## config.mk

```make
export PLATFORM = sky130hd
export DESIGN_NAME = mem_port_arbiter_flat
export DESIGN_NICKNAME = d
export VERILOG_FILES = /design/src/rtl/mem_arb_pkg.sv /design/src/rtl/mem_port_arbiter_if.sv /design/src/rtl/mem_arb_pick.sv /design/src/rtl/mem_port_arbiter.sv /design/src/flat_wrapper.sv
export SDC_FILE = /design/constraint.sdc
export NUM_CORES = 1
export LEC_CHECK = 0
export BUFFER_PORTS_ARGS = -buffer_cell sky130_fd_sc_hd__buf_2
export CAP_MARGIN = 40
export CORE_AREA = 2 2 276 278
export DETAILED_ROUTE_END_ITERATION = 10
export DIE_AREA = 0 0 278 280
export HOLD_SLACK_MARGIN = 0.06
export PLACE_DENSITY_LB_ADDON = 0.15
export SYNTH_ARGS = -nofsm -noshare
export SYNTH_HDL_FRONTEND = slang
export SYNTH_SLANG_ARGS = --single-unit
```

## constraint.sdc

```tcl
create_clock -name clock -period 2 [get_ports clock]
set_input_delay 0.2 -clock clock [delete_from_list [all_inputs] [get_ports clock]]
set_output_delay 0.2 -clock clock [all_outputs]
set_load 0.005 [all_outputs]
```

## src/rtl/mem_arb_pkg.sv

```systemverilog
// Shared types for the memory port arbiter: FSM states, request owners and the latched request.
package mem_arb_pkg;

    localparam int ARB_ADDR_W = 64;
    localparam int ARB_DATA_W = 64;

    typedef enum logic [1:0] {
        IDLE  = 2'd0,
        ISSUE = 2'd1,
        WAIT  = 2'd2,
        RESP  = 2'd3
    } arb_state_t;

    // Encoding matches the grant bit position: [0] IFU, [1] LSU read, [2] LSU write.
    typedef enum logic [1:0] {
        OWN_IFU    = 2'd0,
        OWN_LSU_RD = 2'd1,
        OWN_LSU_WR = 2'd2
    } arb_owner_t;

    typedef struct packed {
        arb_owner_t              owner;
        logic                    write;
        logic [ARB_ADDR_W-1:0]   address;
        logic [ARB_DATA_W-1:0]   wdata;
        logic [ARB_DATA_W-1:0]   wmask;
    } arb_req_t;

    function automatic arb_owner_t grant_to_owner(input logic [2:0] grant);
        if (grant[2]) return OWN_LSU_WR;
        if (grant[1]) return OWN_LSU_RD;
        return OWN_IFU;
    endfunction

endpackage

```

## src/rtl/mem_port_arbiter_if.sv

```systemverilog
// Requester and downstream memory signals of the arbiter; slave = arbiter view, master = requesters/memory view.
interface mem_port_arbiter_if;
    import mem_arb_pkg::*;

    logic                  ifu_read_valid;
    logic                  ifu_read_ready;
    logic [ARB_ADDR_W-1:0] ifu_read_address;
    logic                  ifu_read_done;
    logic [ARB_DATA_W-1:0] ifu_read_data;

    logic                  lsu_read_valid;
    logic                  lsu_read_ready;
    logic [ARB_ADDR_W-1:0] lsu_read_address;
    logic                  lsu_read_done;
    logic [ARB_DATA_W-1:0] lsu_read_data;

    logic                  lsu_write_valid;
    logic                  lsu_write_ready;
    logic [ARB_ADDR_W-1:0] lsu_write_address;
    logic [ARB_DATA_W-1:0] lsu_write_data;
    logic [ARB_DATA_W-1:0] lsu_write_mask;
    logic                  lsu_write_done;

    logic                  mem_valid;
    logic                  mem_ready;
    logic                  mem_write;
    logic [ARB_ADDR_W-1:0] mem_address;
    logic [ARB_DATA_W-1:0] mem_wdata;
    logic [ARB_DATA_W-1:0] mem_wmask;
    logic                  mem_done;
    logic [ARB_DATA_W-1:0] mem_rdata;

    modport slave (
        input  ifu_read_valid, ifu_read_address,
        output ifu_read_ready, ifu_read_done, ifu_read_data,
        input  lsu_read_valid, lsu_read_address,
        output lsu_read_ready, lsu_read_done, lsu_read_data,
        input  lsu_write_valid, lsu_write_address, lsu_write_data, lsu_write_mask,
        output lsu_write_ready, lsu_write_done,
        output mem_valid, mem_write, mem_address, mem_wdata, mem_wmask,
        input  mem_ready, mem_done, mem_rdata
    );

    modport master (
        output ifu_read_valid, ifu_read_address,
        input  ifu_read_ready, ifu_read_done, ifu_read_data,
        output lsu_read_valid, lsu_read_address,
        input  lsu_read_ready, lsu_read_done, lsu_read_data,
        output lsu_write_valid, lsu_write_address, lsu_write_data, lsu_write_mask,
        input  lsu_write_ready, lsu_write_done,
        input  mem_valid, mem_write, mem_address, mem_wdata, mem_wmask,
        output mem_ready, mem_done, mem_rdata
    );

endinterface

```

## src/rtl/mem_arb_pick.sv

```systemverilog
// Combinational requester picker: fixed priority LSU write > LSU read > IFU,
// overridden in favour of a waiting IFU once it has lost STARVE_LIMIT times in a row.
module mem_arb_pick #(
    parameter int STARVE_LIMIT = 4,
    parameter int CNT_W        = 3
) (
    input  logic             ifu_valid_i,
    input  logic             lsu_rd_valid_i,
    input  logic             lsu_wr_valid_i,
    input  logic [CNT_W-1:0] starve_cnt_i,
    output logic [2:0]       grant_o
);

    always_comb begin
        grant_o = 3'b000;
        if (ifu_valid_i && (starve_cnt_i == CNT_W'(STARVE_LIMIT))) begin
            grant_o = 3'b001;
        end else if (lsu_wr_valid_i) begin
            grant_o = 3'b100;
        end else if (lsu_rd_valid_i) begin
            grant_o = 3'b010;
        end else if (ifu_valid_i) begin
            grant_o = 3'b001;
        end
    end

endmodule

```

## src/rtl/mem_port_arbiter.sv

```systemverilog
// Single-outstanding memory port shared by IFU read, LSU read and LSU write.
// FSM | IDLE: accept one requester | ISSUE: drive mem request | WAIT: await mem_done | RESP: pulse owner's done
module mem_port_arbiter
    import mem_arb_pkg::*;
#(
    parameter int STARVE_LIMIT = 4
) (
    input  logic              clock,
    input  logic              rst_n,
    mem_port_arbiter_if.slave bus
);

    localparam int CNT_W = $clog2(STARVE_LIMIT + 1);

    arb_state_t            state_q, state_d;
    arb_req_t              req_q, req_d;
    logic [CNT_W-1:0]      starve_q, starve_d;
    logic [ARB_DATA_W-1:0] ifu_rdata_q, ifu_rdata_d;
    logic [ARB_DATA_W-1:0] lsu_rdata_q, lsu_rdata_d;

    logic [2:0] grant;
    logic [2:0] ready_vec;
    logic       in_issue;
    logic       in_resp;

    mem_arb_pick #(
        .STARVE_LIMIT (STARVE_LIMIT),
        .CNT_W        (CNT_W)
    ) u_pick (
        .ifu_valid_i    (bus.ifu_read_valid),
        .lsu_rd_valid_i (bus.lsu_read_valid),
        .lsu_wr_valid_i (bus.lsu_write_valid),
        .starve_cnt_i   (starve_q),
        .grant_o        (grant)
    );

    // Ready is qualified with rst_n so nothing is accepted while reset is held.
    assign ready_vec = ((state_q == IDLE) && rst_n) ? grant : 3'b000;
    assign in_issue  = (state_q == ISSUE);
    assign in_resp   = (state_q == RESP);

    always_comb begin
        state_d     = state_q;
        req_d       = req_q;
        starve_d    = starve_q;
        ifu_rdata_d = ifu_rdata_q;
        lsu_rdata_d = lsu_rdata_q;
        case (state_q)
            IDLE: begin
                if (|ready_vec) begin
                    req_d.owner   = grant_to_owner(ready_vec);
                    req_d.write   = ready_vec[2];
                    req_d.address = ready_vec[2] ? bus.lsu_write_address :
                                    ready_vec[1] ? bus.lsu_read_address  :
                                                   bus.ifu_read_address;
                    req_d.wdata   = ready_vec[2] ? bus.lsu_write_data : '0;
                    req_d.wmask   = ready_vec[2] ? bus.lsu_write_mask : '0;
                    if (ready_vec[0]) begin
                        starve_d = '0;
                    end else if (bus.ifu_read_valid && (starve_q != CNT_W'(STARVE_LIMIT))) begin
                        starve_d = starve_q + CNT_W'(1);
                    end
                    state_d = ISSUE;
                end
            end
            ISSUE: begin
                if (bus.mem_ready) state_d = WAIT;
            end
            WAIT: begin
                if (bus.mem_done) begin
                    if (!req_q.write) begin
                        if (req_q.owner == OWN_IFU) ifu_rdata_d = bus.mem_rdata;
                        else                        lsu_rdata_d = bus.mem_rdata;
                    end
                    state_d = RESP;
                end
            end
            RESP:    state_d = IDLE;
            default: state_d = IDLE;
        endcase
    end

    always_ff @(posedge clock or negedge rst_n) begin
        if (!rst_n) begin
            state_q     <= IDLE;
            req_q       <= '0;
            starve_q    <= '0;
            ifu_rdata_q <= '0;
            lsu_rdata_q <= '0;
        end else begin
            state_q     <= state_d;
            req_q       <= req_d;
            starve_q    <= starve_d;
            ifu_rdata_q <= ifu_rdata_d;
            lsu_rdata_q <= lsu_rdata_d;
        end
    end

    assign bus.ifu_read_ready  = ready_vec[0];
    assign bus.lsu_read_ready  = ready_vec[1];
    assign bus.lsu_write_ready = ready_vec[2];

    assign bus.ifu_read_done  = in_resp && (req_q.owner == OWN_IFU);
    assign bus.lsu_read_done  = in_resp && (req_q.owner == OWN_LSU_RD);
    assign bus.lsu_write_done = in_resp && (req_q.owner == OWN_LSU_WR);

    assign bus.ifu_read_data = ifu_rdata_q;
    assign bus.lsu_read_data = lsu_rdata_q;

    assign bus.mem_valid   = in_issue;
    assign bus.mem_write   = in_issue && req_q.write;
    assign bus.mem_address = in_issue ? req_q.address : '0;
    assign bus.mem_wdata   = in_issue ? req_q.wdata   : '0;
    assign bus.mem_wmask   = in_issue ? req_q.wmask   : '0;

endmodule
```

## src/flat_wrapper.sv

```systemverilog
// flat-port wrapper written by rule: the top's interface ports become plain ports
module mem_port_arbiter_flat import mem_arb_pkg::*;
#(
    parameter int STARVE_LIMIT = 4
)
  (clock, rst_n, bus_ifu_read_valid, bus_ifu_read_address, bus_ifu_read_ready, bus_ifu_read_done, bus_ifu_read_data, bus_lsu_read_valid, bus_lsu_read_address, bus_lsu_read_ready, bus_lsu_read_done, bus_lsu_read_data, bus_lsu_write_valid, bus_lsu_write_address, bus_lsu_write_data, bus_lsu_write_mask, bus_lsu_write_ready, bus_lsu_write_done, bus_mem_valid, bus_mem_write, bus_mem_address, bus_mem_wdata, bus_mem_wmask, bus_mem_ready, bus_mem_done, bus_mem_rdata);
  mem_port_arbiter_if bus_i ();
  input  logic clock;
  input  logic rst_n;
  input wire logic [$bits(bus_i.ifu_read_valid)-1:0] bus_ifu_read_valid;
  input wire logic [$bits(bus_i.ifu_read_address)-1:0] bus_ifu_read_address;
  output wire logic [$bits(bus_i.ifu_read_ready)-1:0] bus_ifu_read_ready;
  output wire logic [$bits(bus_i.ifu_read_done)-1:0] bus_ifu_read_done;
  output wire logic [$bits(bus_i.ifu_read_data)-1:0] bus_ifu_read_data;
  input wire logic [$bits(bus_i.lsu_read_valid)-1:0] bus_lsu_read_valid;
  input wire logic [$bits(bus_i.lsu_read_address)-1:0] bus_lsu_read_address;
  output wire logic [$bits(bus_i.lsu_read_ready)-1:0] bus_lsu_read_ready;
  output wire logic [$bits(bus_i.lsu_read_done)-1:0] bus_lsu_read_done;
  output wire logic [$bits(bus_i.lsu_read_data)-1:0] bus_lsu_read_data;
  input wire logic [$bits(bus_i.lsu_write_valid)-1:0] bus_lsu_write_valid;
  input wire logic [$bits(bus_i.lsu_write_address)-1:0] bus_lsu_write_address;
  input wire logic [$bits(bus_i.lsu_write_data)-1:0] bus_lsu_write_data;
  input wire logic [$bits(bus_i.lsu_write_mask)-1:0] bus_lsu_write_mask;
  output wire logic [$bits(bus_i.lsu_write_ready)-1:0] bus_lsu_write_ready;
  output wire logic [$bits(bus_i.lsu_write_done)-1:0] bus_lsu_write_done;
  output wire logic [$bits(bus_i.mem_valid)-1:0] bus_mem_valid;
  output wire logic [$bits(bus_i.mem_write)-1:0] bus_mem_write;
  output wire logic [$bits(bus_i.mem_address)-1:0] bus_mem_address;
  output wire logic [$bits(bus_i.mem_wdata)-1:0] bus_mem_wdata;
  output wire logic [$bits(bus_i.mem_wmask)-1:0] bus_mem_wmask;
  input wire logic [$bits(bus_i.mem_ready)-1:0] bus_mem_ready;
  input wire logic [$bits(bus_i.mem_done)-1:0] bus_mem_done;
  input wire logic [$bits(bus_i.mem_rdata)-1:0] bus_mem_rdata;
  assign bus_i.ifu_read_valid = bus_ifu_read_valid;
  assign bus_i.ifu_read_address = bus_ifu_read_address;
  assign bus_ifu_read_ready = bus_i.ifu_read_ready;
  assign bus_ifu_read_done = bus_i.ifu_read_done;
  assign bus_ifu_read_data = bus_i.ifu_read_data;
  assign bus_i.lsu_read_valid = bus_lsu_read_valid;
  assign bus_i.lsu_read_address = bus_lsu_read_address;
  assign bus_lsu_read_ready = bus_i.lsu_read_ready;
  assign bus_lsu_read_done = bus_i.lsu_read_done;
  assign bus_lsu_read_data = bus_i.lsu_read_data;
  assign bus_i.lsu_write_valid = bus_lsu_write_valid;
  assign bus_i.lsu_write_address = bus_lsu_write_address;
  assign bus_i.lsu_write_data = bus_lsu_write_data;
  assign bus_i.lsu_write_mask = bus_lsu_write_mask;
  assign bus_lsu_write_ready = bus_i.lsu_write_ready;
  assign bus_lsu_write_done = bus_i.lsu_write_done;
  assign bus_mem_valid = bus_i.mem_valid;
  assign bus_mem_write = bus_i.mem_write;
  assign bus_mem_address = bus_i.mem_address;
  assign bus_mem_wdata = bus_i.mem_wdata;
  assign bus_mem_wmask = bus_i.mem_wmask;
  assign bus_i.mem_ready = bus_mem_ready;
  assign bus_i.mem_done = bus_mem_done;
  assign bus_i.mem_rdata = bus_mem_rdata;
  mem_port_arbiter #(.STARVE_LIMIT(STARVE_LIMIT)) u_core (.clock(clock), .rst_n(rst_n), .bus(bus_i));
endmodule
```

Yosys cells after proc, flatten, opt, wreduce, memory -nomap -nowiden
Cells that the tools add are included.
{"block": "totals", "ff_bits": 328, "input_bits": 391, "out_inout_bits": 328, "word_cells": 67}
{"block": "classes", "n_addsub": 1, "eq_ne": 10, "n_mux": 29, "n_bitwise": 2, "n_reduce_logical": 16}
{"cell": "$mux 64", "n": 7}
{"cell": "$mux 2", "n": 8}
{"cell": "$mux 3", "n": 5}
{"cell": "$mux 1", "n": 8}
{"cell": "$pmux 2 s4", "n": 1}
{"cell": "$reduce_and 4->1", "n": 2}
{"cell": "$logic_and 1x1->1", "n": 7}
{"cell": "$eq 2x2->1 const B", "n": 3}
{"cell": "$ne 2x2->1 const B", "n": 3}
{"cell": "$reduce_and 3->1", "n": 2}
{"cell": "$eq 2x1->1 const B", "n": 2}
{"cell": "$logic_not 2->1", "n": 2}
{"cell": "$add 3x1->3 const B", "n": 1}
{"cell": "$eq 3x3->1 const B", "n": 1}
{"cell": "$ne 3x3->1 const B", "n": 1}
{"cell": "$reduce_or 3->1", "n": 1}
{"cell": "$not 1->1", "n": 2}
{"cell": "$reduce_and 2->1", "n": 1}
{"cell": "$reduce_bool 2->1", "n": 1}

Depth between registers and ports, before layout
{"block": "depth", "ltp_word": 13, "mapped_depth": 7, "mapped_depth_nobuf": 5}

Hierarchy
Synthesis repeated with hierarchy kept, for this count alone.
{"block": "hier_totals", "hier_cells": 1325, "area_unflattened_um2": 14903.0}
{"mod": "mem_port_arbiter", "n_inst": 1, "cells_each": 1320, "area_each_um2": 14863.0, "seq_area_each_um2": 8182.8}
{"mod": "mem_arb_pick", "n_inst": 1, "cells_each": 5, "area_each_um2": 40.0, "seq_area_each_um2": 0.0}

Least setup slack after synthesis
No wires, ideal clock.
{"block": "synth_path", "path_type": "register to register", "startpoint": "register u_core.state_q[0]", "endpoint": "register u_core.ifu_rdata_q[10], in the netlist u_core.bus.ifu_read_data[10]", "setup_ps": 125, "arrival_ps": 1633, "t_required_ps": 1875, "slack_ps": 242, "stages_incl_launch_ff": 7, "n_path_buf": 1, "synth_period_minus_slack_ps": 1758, "cell_sequence": "dfrtp_1 > inv_1 > ha_1 > nand2_1 > nor3_4 > buf_2 > mux2_2"}
{"block": "synth_via", "elab_chain_cells": 2}
{"item": "from (decl)", "line_no": "mem_port_arbiter.sv:15", "rtl": "arb_state_t state_q, state_d;"}
{"item": "from (signal assigned)", "line_no": "mem_port_arbiter.sv:91", "rtl": "state_q <= state_d;"}
{"item": "$eq 2x2->1", "line_no": "mem_port_arbiter.sv:48", "rtl": "case (state_q)"}
{"item": "$reduce_and 4->1 (no line)"}
{"item": "to (signal assigned)", "line_no": "mem_port_arbiter.sv:94", "rtl": "ifu_rdata_q <= ifu_rdata_d;"}
{"item": "to (decl)", "line_no": "mem_port_arbiter.sv:18", "rtl": "logic [ARB_DATA_W-1:0] ifu_rdata_q, ifu_rdata_d;"}
No other way between the ends.
A chain may end at the register's enable or synchronous reset.

Worst setup path in the final report
{"block": "layout_path", "startpoint": "register u_core.state_q[1]", "endpoint": "output bus_mem_wmask[4]"}
{"block": "layout_via", "elab_chain_cells": 2}
{"item": "$eq 2x1->1", "line_no": "mem_port_arbiter.sv:39", "rtl": "assign in_issue = (state_q == ISSUE);"}
{"item": "$mux 64", "line_no": "mem_port_arbiter.sv:114", "rtl": "assign bus.mem_wmask = in_issue ? req_q.wmask : '0;"}
{"item": "to (decl)", "line_no": "flat_wrapper.sv:30", "rtl": "output wire logic [$bits(bus_i.mem_wmask)-1:0] bus_mem_wmask;"}
No other way between the ends.

==> parameters.txt <==
Parameter                              Value

Clock tree
  Clock sinks    roughly 330
  Count of H-tree levels built during CTS    2
  Clock Latency Late Sink    around 0.55 ns
  TritonCTS buffer count    between 40 and 50
  Reg clk slew, reported paths    approximately 0.06 ns
  CTS tree    yes
  Clock tree root driver cell    sky130_fd_sc_hd__clkbuf_16
  Number of buffers on the longest clock path    3

Status
  Violations in the final reports    negative setup slack
  Outcome    finished, violations left

Pwr
  Pint    between 20000 and 25000 uW
  P_leak    roughly 0.013 uW
  Pwr dens    about 1200 nW/um^2
  Peak supply drop    0.000503 V
  Proportion of power drawn by flip-flops and latches    around a third
  Total design power    ~33000 uW
  Combinational share of power    42.0%
  Switching share of total power    around a third
  Share of total power in the clock network    between 20% and 30%
  Net load switching power    approximately 11000 uW

Floorplan
  Core Region    75200 um^2
  Height of the die    280 um
  Starting utilization of the core area    between 20% and 30%
  Number of ports placed on the die boundary    ~700
  Area of the die    77800 um^2
  Site Rows    101
  Die width    278 um

Critical path
  CP Launch Type    register
  Worst endpoint required time    about 1.8 ns
  Data arrival time at the worst-slack endpoint    ~1.9 ns
  Slowest stage delay, CP    around 0.36 ns
  Combined buffer and inverter count along the critical path    6
  CP endpoint kind    primary output
  Cell type of the slowest stage on the worst timing path    sky130_fd_sc_hd__dfrtp_1
  Largest fanout on the critical path    9
  Cell chain of the critical path    inv_2, buf_6, ha_4, buf_16, buf_12, buf_16, and2_4, buf_6
  Cell family with most CP delay    buffers and inverters
  Slack of the worst reg-to-reg path    0.01 ns
  Setup CP Type    register to primary output
  R2R Path End    u_core.bus.ifu_read_data[35]$_DFFE_PN0P_
  Worst r2r path cells    10
  RR Startpoint    u_core.state_q[0]$_DFFE_PN0P_

Global routing
  Largest net degree at the start of global routing    roughly 110
  Antenna violations before repair    12
  Global-route wire length before repair    about 95 mm
  GRT overflow    0
  Tot GR Track Use    between 15 and 20%
  Number of global-route vias before repair    roughly 15000

Route
  TritonRoute pass-1 iters    4
  Average wire length per cell after detail routing    slightly below 20 um
  Drt via density    between 4 and 5
  Post-detailed-route count of antenna-violating nets    0
  Count of unresolved DRC violations after routing    0
  Initial DRC count    about 560
  Vias    between 10000 and 15000
  Detailed-route wire length    between 60 and 70 mm

Timing
  Final clock period utilization by the worst path    107%
  Timing-limited maximum frequency    467 MHz
  Setup repair after global routing missed its margin    true
  Number of pins with negative max-slew slack in the final report    0
  Final Hold Vio Count    0
  Total of endpoints with negative setup slack in the final report    between 150 and 200
  Worst-case setup margin in the final layout    -0.143 ns
  Worst clock skew    ~0.016 ns
  Total negative slack    -16.60 ns
  Relative max-transition margin    51.3%
  Post-layout min period    around 2.1 ns
  Slew at the pin with the worst max-slew slack    between 0.7 and 0.8 ns

Yosys
  Syn Nets    approximately 1700
  Post-Synthesis Cells    ~1300
  Number of flip-flops and latches in the synthesized netlist    about 330
  Async set or reset register ratio after synthesis    100%
  Top FF cell, synth    sky130_fd_sc_hd__dfrtp_1
  Syn. warnings    0
  Proportion of synthesized chip area in sequential cells    ~54%
  Unique cell type count in the Yosys netlist    39
  Synth Cell Area    15300 um^2
  Average cell area after synthesis    11.7 um^2
  Count of flip-flops with a built-in enable after synthesis    0

Finish
  Most common cell after layout, fill and taps aside    sky130_fd_sc_hd__buf_2
  Area taken by flip-flops and latches    roughly 8000 um^2
  Final layout net count    approximately 2700
  Area occupied by multi-input gates    just under 7000 um^2
  Area grow syn2layout    70.5%
  Non-filler cells, final    between 3000 and 4000
  Layout cell share with drive strength beyond 1    approximately 47%
  Commonest non-fill, non-tap cells in the layout    sky130_fd_sc_hd__buf_2, sky130_fd_sc_hd__dfrtp_1, sky130_fd_sc_hd__dlygate4sd3_1
  Cell area after layout    approximately 26000 um^2
  Number of filler cells placed in the layout    about 7700

Worst hold path
  Class of the tightest hold or removal check    input pin to register
  Hold Crit Endpoint    u_core.req_q[170]$_DFFE_PN0P_
  Start point of the worst min-delay path    bus_lsu_read_address[42]
  Cell depth of the worst min-delay path    4

Placement
  Number of placed instances, taps included    around 2900
  Placed wire-length estimate after detailed placement    about 45 mm
  Port Buf Inserts    just over 700
  Placed standard-cell area    20400 um^2
  RePlAce Congestion    0.843

Job
  Max_cap viols    0
[through the flow]
stage	util, %	hold WS (ns)	worst slack [ns]
global placement	27.1	0.00481	-0.149
floorplan	-	-0.0956	0.242
CTS	33.5	0.0601	-0.231
global route	34.6	0.106	-0.258
detailed placement	27.2	0.00618	-0.143
finish	34.6	0.116	-0.143
[Yosys cell counts, types with 2 or more instances]
master	n	area [um^2]
sky130_fd_sc_hd__clkbuf_1	51	191
sky130_fd_sc_hd__buf_6	3	33.8
sky130_fd_sc_hd__dfrtp_1	327	8180
sky130_fd_sc_hd__a221o_1	12	120
sky130_fd_sc_hd__nor2_1	4	15.0
sky130_fd_sc_hd__ha_1	7	87.6
sky130_fd_sc_hd__nand2_1	69	259
sky130_fd_sc_hd__mux2_1	4	45.0
sky130_fd_sc_hd__inv_1	7	26.3
sky130_fd_sc_hd__a21o_1	3	22.5
sky130_fd_sc_hd__a21oi_1	52	260
sky130_fd_sc_hd__o21ai_0	2	10.0
sky130_fd_sc_hd__nand3b_1	12	90.1
sky130_fd_sc_hd__a211oi_1	64	480
sky130_fd_sc_hd__and2_1	193	1210
sky130_fd_sc_hd__nand3_1	2	10.0
sky130_fd_sc_hd__or3b_1	52	455
sky130_fd_sc_hd__a22o_1	128	1120
sky130_fd_sc_hd__mux2_2	125	1410
sky130_fd_sc_hd__o31ai_1	52	390
sky130_fd_sc_hd__nand2b_1	53	332
sky130_fd_sc_hd__buf_2	66	330
sky130_fd_sc_hd__clkbuf_2	2	10.0
[flip-flops by register name (all words and copies together), names as in the netlist]
name                      cells
u_core.req_q                194
u_core.bus.ifu_read_data     64
u_core.bus.lsu_read_data     64
u_core.starve_q               3
u_core.state_q                2
[kinds of logic after synthesis]
| family | after synthesis | share of synthesized area, % |
|---|---|---|
| and+or+nand+nor | 394 | 16.1 |
| DFF | 327 | 53.6 |
| AOI/OAI and AO/OA | 318 | 16.1 |
| buffers and inverters | 130 | 3.93 |
| muxes | 130 | 9.59 |
| adders and majority gates | 7 | 0.574 |
[worst max-delay path by stage]
stage                                        startpoint  cells past startpoint                                  endpoint  slack (ns)
after floorplan           u_core.state_q[0]$_DFFE_PN0P_                      6  u_core.bus.ifu_read_data[10]$_DFFE_PN0P_        0.24
after global placement    u_core.state_q[0]$_DFFE_PN0P_                      7             u_core.req_q[169]$_DFFE_PN0P_       -0.15
after detailed placement  u_core.state_q[0]$_DFFE_PN0P_                      7             u_core.req_q[169]$_DFFE_PN0P_       -0.14
after CTS                 u_core.state_q[1]$_DFFE_PN0P_                      7                       bus_mem_address[38]       -0.23
after global routing      u_core.state_q[1]$_DFFE_PN0P_                      7                         bus_mem_wmask[61]       -0.26
final                     u_core.state_q[1]$_DFFE_PN0P_                      8                          bus_mem_wmask[4]       -0.14
[timing repair]
item	CTS	global route
gates cloned	9	9
setup endpoints to repair	205	259
gates resized for setup	96	118
hold endpoints to repair	434	0
buffers inserted	22	14
pin swaps	6	8
hold buffers	257	0
[tightest hold or removal path, cell delays in order]
cell and delay [ns]:
sky130_fd_sc_hd__buf_2 0.07, sky130_fd_sc_hd__or3b_1 0.09, sky130_fd_sc_hd__a211oi_1 0.06, sky130_fd_sc_hd__o31ai_1 0.21
[final cells by class]
cell class	instances	share of cell area (%)
diodes	6	0.0577
inverters	7	0.120
multi-input cells	849	26.5
repair buffers	1097	31.9
clock inverters	12	0.659
well taps	978	4.71
clock buffers	57	4.52
flip-flops and latches	327	31.5
[metal layers]
metal / vias up / track usage (%) / wire length [um]
met1: 7158 / 18.1 / 26100
met3: 104 / 4.53 / 4630
met4: 10 / 5.23 / 1980
met2: 539 / 27.9 / 32900
li1: 6738 / - / -
met5: - / 0 / 60
[power groups by stage]
stage / logic, uW / registers, uW / clock network, uW
floorplan: 5460 / 11000 / 0
detailed placement: 10700 / 11200 / 0
global route: 14800 / 11600 / 8160
global placement: 10500 / 11200 / 0
finish: 13600 / 11200 / 7630
CTS: 12700 / 11200 / 7950
Note: power is estimated with default switching activity, not from simulation.
